--- src/rtl/keypad_scanner.sv ---
// keypad_scanner: 4x4 matrix keypad scanner with press/release debouncing.
//
// Drives one column low at a time, senses active-low rows through a 2-FF
// synchronizer and, once a key has been stable for DEBOUNCE_TICKS scan ticks,
// publishes its code {row, col} with a one-cycle key_valid pulse.
//
// Ports:
//   clk          in   system clock
//   rst_n        in   asynchronous active-low reset
//   row_n[3:0]   in   keypad rows, active-low, asynchronous to clk
//   col_n[3:0]   out  column drive, exactly one bit low
//   key_code     out  last accepted key {r[1:0], c[1:0]}
//   key_valid    out  one-cycle pulse when key_code updates
//   key_pressed  out  high while the accepted key is held
module keypad_scanner #(
    parameter int unsigned SCAN_TICKS     = 10000,
    parameter int unsigned DEBOUNCE_TICKS = 20
) (
    input  logic       clk,
    input  logic       rst_n,
    input  logic [3:0] row_n,
    output logic [3:0] col_n,
    output logic [3:0] key_code,
    output logic       key_valid,
    output logic       key_pressed
);

    localparam int unsigned TW = (SCAN_TICKS > 1) ? $clog2(SCAN_TICKS) : 1;
    localparam int unsigned DW = $clog2(DEBOUNCE_TICKS + 1);

    typedef enum logic [1:0] {
        ST_SCAN,
        ST_DEBOUNCE,
        ST_HELD,
        ST_RELEASE
    } state_t;

    state_t          state_q, state_d;
    logic [3:0]      row_meta_q, row_s_q;
    logic [TW-1:0]   tick_cnt_q;
    logic            tick;
    logic [1:0]      col_q, col_d;
    logic [1:0]      row_q, row_d;
    logic [DW-1:0]   cnt_q, cnt_d;
    logic [3:0]      code_q, code_d;
    logic            valid_q, valid_d;
    logic            pressed_q, pressed_d;
    logic            row_any;
    logic            row_hit;
    logic            cnt_done;

    // Lowest-index row currently pulled low.
    function automatic logic [1:0] lowest_low(input logic [3:0] r);
        logic [1:0] idx;
        idx = 2'd0;
        for (int i = 3; i >= 0; i--) begin
            if (!r[i]) begin
                idx = 2'(i);
            end
        end
        return idx;
    endfunction

    // Row synchronizer; idle rows read high.
    always_ff @(posedge clk or negedge rst_n) begin
        if (!rst_n) begin
            row_meta_q <= 4'hF;
            row_s_q    <= 4'hF;
        end else begin
            row_meta_q <= row_n;
            row_s_q    <= row_meta_q;
        end
    end

    always_ff @(posedge clk or negedge rst_n) begin
        if (!rst_n) begin
            tick_cnt_q <= '0;
        end else if (tick) begin
            tick_cnt_q <= '0;
        end else begin
            tick_cnt_q <= tick_cnt_q + TW'(1);
        end
    end

    assign tick     = (tick_cnt_q == TW'(SCAN_TICKS - 1));
    assign row_any  = ~&row_s_q;
    assign row_hit  = ~row_s_q[row_q];
    assign cnt_done = ((cnt_q + DW'(1)) == DW'(DEBOUNCE_TICKS));

    always_comb begin
        state_d   = state_q;
        col_d     = col_q;
        row_d     = row_q;
        cnt_d     = cnt_q;
        code_d    = code_q;
        valid_d   = 1'b0;
        pressed_d = pressed_q;
        if (tick) begin
            unique case (state_q)
                ST_SCAN: begin
                    if (row_any) begin
                        row_d   = lowest_low(row_s_q);
                        cnt_d   = '0;
                        state_d = ST_DEBOUNCE;
                    end else begin
                        col_d = col_q + 2'd1;
                    end
                end
                ST_DEBOUNCE: begin
                    if (row_hit) begin
                        if (cnt_done) begin
                            code_d    = {row_q, col_q};
                            valid_d   = 1'b1;
                            pressed_d = 1'b1;
                            state_d   = ST_HELD;
                        end else begin
                            cnt_d = cnt_q + DW'(1);
                        end
                    end else begin
                        // Bounce before acceptance: resume scanning on the same column.
                        state_d = ST_SCAN;
                    end
                end
                ST_HELD: begin
                    if (!row_hit) begin
                        cnt_d   = '0;
                        state_d = ST_RELEASE;
                    end
                end
                ST_RELEASE: begin
                    if (!row_hit) begin
                        if (cnt_done) begin
                            pressed_d = 1'b0;
                            col_d     = col_q + 2'd1;
                            state_d   = ST_SCAN;
                        end else begin
                            cnt_d = cnt_q + DW'(1);
                        end
                    end else begin
                        cnt_d = '0;
                    end
                end
                default: state_d = ST_SCAN;
            endcase
        end
    end

    always_ff @(posedge clk or negedge rst_n) begin
        if (!rst_n) begin
            state_q   <= ST_SCAN;
            col_q     <= 2'd0;
            row_q     <= 2'd0;
            cnt_q     <= '0;
            code_q    <= 4'd0;
            valid_q   <= 1'b0;
            pressed_q <= 1'b0;
        end else begin
            state_q   <= state_d;
            col_q     <= col_d;
            row_q     <= row_d;
            cnt_q     <= cnt_d;
            code_q    <= code_d;
            valid_q   <= valid_d;
            pressed_q <= pressed_d;
        end
    end

    assign col_n       = ~(4'b0001 << col_q);
    assign key_code    = code_q;
    assign key_valid   = valid_q;
    assign key_pressed = pressed_q;

endmodule

--- config.mk ---
export PLATFORM = sky130hd
export DESIGN_NAME = keypad_scanner
export DESIGN_NICKNAME = d
export VERILOG_FILES = /design/src/rtl/keypad_scanner.sv
export SDC_FILE = /design/constraint.sdc
export NUM_CORES = 1
export LEC_CHECK = 0
export BUFFER_PORTS_ARGS = -buffer_cell sky130_fd_sc_hd__buf_2
export CORE_ASPECT_RATIO = 1.4
export CORE_MARGIN = 2
export CORE_UTILIZATION = 60
export CTS_BUF_LIST = sky130_fd_sc_hd__clkbuf_4
export DETAILED_ROUTE_END_ITERATION = 16
export PLACE_DENSITY_LB_ADDON = 0.12
export SLEW_MARGIN = 20
export SYNTH_ARGS = -nofsm -noshare
export SYNTH_HDL_FRONTEND = slang
export SYNTH_SLANG_ARGS = --single-unit
export TNS_END_PERCENT = 30
--- constraint.sdc ---
create_clock -name clk -period 2.9 [get_ports clk]
set_input_delay 0.145 -clock clk [delete_from_list [all_inputs] [get_ports clk]]
set_output_delay 0.145 -clock clk [all_outputs]
set_load 0.02 [all_outputs]
Yosys cells after proc, flatten, opt, wreduce, memory -nomap -nowiden --
Cells that the tools add are included.
Storage, ports and cells: bits in registers 39, input port bits 6, logic and storage cells 74
Cells by class: add/sub/neg operators 3, order comparisons 1, equal/unequal tests 13, shifts and indexed selects 1, muxes and demuxes 33, bitwise gates (word level) 3, reductions and logical operators 10
Operators by type and width (number):
- $mux W2 | 13
- $mux W5 | 5
- $pmux W5 S4 | 1
- $add A14 B1 Y14 const B | 1
- $eq A14 B14 Y1 const B | 1
- $mux W14 | 1
- $ne A2 B2 Y1 const B | 7
- $reduce_and A4 Y1 | 3
- $reduce_and A6 Y1 | 2
- $mux W1 | 9
- $pmux W2 S4 | 1
- $add A5 B1 Y5 const B | 1
- $eq A5 B5 Y1 const B | 1
- $reduce_and A5 Y1 | 1
- $eq A2 B2 Y1 const B | 2
- $not A4 Y4 | 1
- $pmux W2 S2 | 1
- $reduce_bool A2 Y1 | 2
- $shl A1 B2 Y4 const A | 1
- $lt A2 B3 Y1 const B | 1
- $ne A3 B3 Y1 const B | 1
- $reduce_and A3 Y1 | 1
- $add A2 B1 Y2 const B | 1
- $bmux W1 S2 | 1
- other kinds (4) | 5

Longest topological paths before layout --
depth in word-level cells 6, depth in mapped cells 7

Least setup slack after synthesis --
Ideal clock, no wire load.
kind reg-to-reg, from register row_q[0], to register cnt_q[3], setup time 0.079 ns, arrival time 1.982 ns, data required time 2.821 ns, slack 0.838 ns, cell stages (with the launch flop) 7, path buffers 1, clock period less this slack 2.062 ns, cells stage by stage dfrtp_1 -> mux4_2 -> buf_6 -> nor3b_4 -> or3_1 -> or3_1 -> mux2i_1
Between the ends: longest elaborated chain between the ends 4, elaborated cells on any way between the ends 7, those cells by class eq/ne: 2; mux: 4; reduce/logical: 1
Ends and longest elaborated chain:
- start: declaration | line 43 | logic [1:0] row_q, row_d;
- start signal: assignment | line 160 | row_q <= row_d;
- $bmux W1 S2 * | line 87 | assign row_hit = ~row_s_q[row_q];
- $mux W1 (implied by the code) * | line 87
- $mux W5 / $ne A2 B2 Y1 (equally long branches)
- $pmux W5 S4 / $reduce_and A4 Y1 (equally long branches)
- end signal: assignment | line 161 | cnt_q <= cnt_d;
- end: declaration | line 44 | logic [DW-1:0] cnt_q, cnt_d;
Every way passes the cells marked *; elsewhere a longest branch is shown, timed or not. The select of a mux whose other input is x is not followed. A chain may end at the register's enable or synchronous reset.

Worst setup path after layout --
from register cnt_q[0], to register code_q[1] (netlist: key_code[1])
Between the ends: longest elaborated chain between the ends 3
Ends and longest elaborated chain:
- $add A5 B1 Y5 | line 88 | assign cnt_done = ((cnt_q + DW'(1)) == DW'(DEBOUNCE_TICKS));
- $eq A5 B5 Y1 | line 88
- $reduce_and A4 Y1 (no source line)
- end signal: assignment | line 162 | code_q <= code_d;
- end: declaration | line 45 | logic [3:0] code_q, code_d;
Every way passes these cells.

==> flow_summary.toml <==
[sta]
drv_slew = 0
tns_ns = 0
setup_viol_count_final = 0
setup_slack_ns = 0.571
fin_skew_ns = 0.0191
max_slew_margin = 0.449
rsz0062_at_grt = "no"
layout_min_cycle_time_ns = 2.33
final-hold-violation-count = 0
tightestPinTransition_ns = 0.826
max_clock_freq_mhz = 429
timing.final.crit_share = 0.803

[logic_synthesis]
synth_area_leaders = "dfrtp_1, dfstp_2, ha_1, xor2_1, nand2_1"
avgSynthCellArea_um2 = 10.7
synth_seq_area_share = 0.547
synth_most_common_cell = "dfrtp_1"
yosys.area.top_type_share = 0.430
synth_cell_types = 34
yosys_warnings = 0
syn_area_um2 = 1800
ys_ff_latch = 39
synthesis.nets = 181
syn_inst = 169
synth_edf_count = 0
yosys-top-cells-count = "dfrtp_1, nand2_1, nor2_1"
synthArstFlopShare = 1.00
yosys.area.top_type = "dfrtp_1"
yosys_most_used_dff = "dfrtp_1"

[floorplan]
core_region_area_um2 = 2880
die_area_um2 = 3470
initial_core_util = 0.627
row_count = 23
die_h_um = 68.9
ios = 16
die_w_um = 50.3

[setup_path]
path_max_fanout = 6
crit_path_end_kind = "flip-flop"
reg2reg_slack_ns = 0.57
arrival_ns = 2.57
startpoint_type = "flip-flop"
crit_type = "reg2reg"
crit_required_ns = 3.14

[placement]
placed_area_um2 = 1890
hpwl_um = 2140
finalWeightedCongestion = 0.825
numPortBuffers = 15
dp_slack_ns = 0.632

[layout]
multi_input_area_um2 = 753
drive_above_1_share = 0.173
nNetsFinal = 202
area_growth_syn_to_layout_pct = 13.7
diodes = 0
fill_cells = 216
register_area_um2 = 986
stdcell_area_um2 = 2050

[drt]
vias_per_cell = 5.72
drt_iter0_markers = 51
postRouteAntennaNets = 0
routedWlPerCell_um = 14.0
wl_um = 3190
vias = 1304
drcViolationCount = 0
dr.pass1.iters = 4

[clocking]
cts_tree = "yes"
ctsLongestPathBuffers = 2
post_cts_buffers = 0
cts_root_buffer = "clkbuf_4"
cts_resized = 0
clock-sinks = 39
path_clk_slew_ns = 0.13
clock_latency_ns = 0.36
postCtsHoldBufs = 5
h-tree-depth = 2
cts_buffers = 5

[power_and_ir_drop]
ir_drop_mv = 0.414
power_leakage_nw = 0.913
power_density_nw_per_um2 = 507

[flow_run]
cap_violations = 0

[global_route]
antenna_found_initial = 0
grt_pass1_wl_um = 5600
grt_overflow = 0
grt_pass1_vias = 1364
grt_usage = 0.220
grt_max_degree = 40

[worst_hold_path]
hp-class = "reg2reg"

[outcome]
run_status = "finished, final reports clean"
## final cells by class
| class | count | area share |
|---|---|---|
| Inverter | 9 | 0.0165 |
| Sequential cell | 39 | 0.481 |
| Clock buffer | 5 | 0.0183 |
| Tap cell | 37 | 0.0226 |
| Timing Repair Buffer | 20 | 0.0610 |
| Clock inverter | 3 | 0.0330 |
| Multi-Input combinational cell | 115 | 0.368 |
## per-stage QoR
| step | hold slack [ns] | total power [mW] | std cells | util |
|---|---|---|---|---|
| after floorplan | -0.151 | 0.576 | 169 | - |
| after global placement | 0.250 | 0.590 | 215 | 0.658 |
| after detailed placement | 0.252 | 0.591 | 215 | 0.658 |
| after CTS | 0.366 | 1.05 | 228 | 0.712 |
| after global routing | 0.369 | 1.07 | 228 | 0.712 |
| final | 0.364 | 1.04 | 228 | 0.712 |
## registers in the layout (all words and copies together) (netlist names), named ones only
| register | count |
|---|---|
| tick_cnt_q | 14 |
| cnt_q | 5 |
| key_code | 4 |
| row_meta_q | 4 |
| row_s_q | 4 |
| col_q | 2 |
| row_q | 2 |
| key_pressed | 1 |
| key_valid | 1 |
| state_q | 1 |
## worst max-delay path, cell delays in order (launching register included)
cell,delay (ns)
dfrtp_1,0.42
ha_1,0.21
nor4bb_1,0.62
nand2_1,0.23
or4_1,0.54
nand2_1,0.10
o21ai_0,0.08
## per-layer routing
| layer | vias up | GRT usage | wire length (um) |
|---|---|---|---|
| li1 | 637 | - | - |
| met1 | 625 | 0.218 | 1230 |
| met2 | 31 | 0.405 | 1730 |
| met3 | 11 | 0.0582 | 123 |
| met4 | 0 | 0.142 | 95 |
| met5 | - | 0 | 0 |
## cells by family (layout without fill, tap and decap cells)
logic type,count (synthesis),in the layout,synth area share
AOI/OAI and AO/OA,24,24,0.0840
buffers and inverters,15,37,0.0354
DFF,39,39,0.547
muxes,5,5,0.0347
xor gates and xnor gates,13,13,0.0632
and+or+nand+nor,67,67,0.194
adders and majority gates,6,6,0.0416
## worst paths after layout
check / from / cells past startpoint / endpoint
setup / recovery: cnt_q[0] / 6 / key_code[1]
hold / removal: row_meta_q[3] / 0 / row_s_q[3]
setup reg to reg: cnt_q[0] / 6 / key_code[1]
hold reg to reg: row_meta_q[3] / 0 / row_s_q[3]
max in group asynchronous: rst_n / 2 / tick_cnt_q[8]
min in group asynchronous: rst_n / 2 / key_pressed
## power breakdown
group	internal, mW	total (mW)	switching [mW]	leakage, nW
Sequential	0.554	0.559	0.00525	0.503
Clock	0.268	0.453	0.185	0.0514
Combinational	0.0106	0.0271	0.0165	0.358
Total	0.832	1.04	0.207	0.913
## cell usage in the layout (no fill, tap or decap), types with 3 or more instances in the layout
cell / count
dfrtp_1: 31
nand2_1: 18
buf_2: 15
nor2_1: 13
inv_1: 9
nand3_1: 9
xor2_1: 8
a21oi_1: 8
dfstp_2: 8
o21ai_0: 6
ha_1: 6
xnor2_1: 5
or3_1: 5
clkbuf_4: 5
dlygate4sd3_1: 5
nor3_1: 4
nand4_1: 4
mux2i_1: 4
and3_1: 3
No activity file was read; power rests on OpenSTA's default activity.
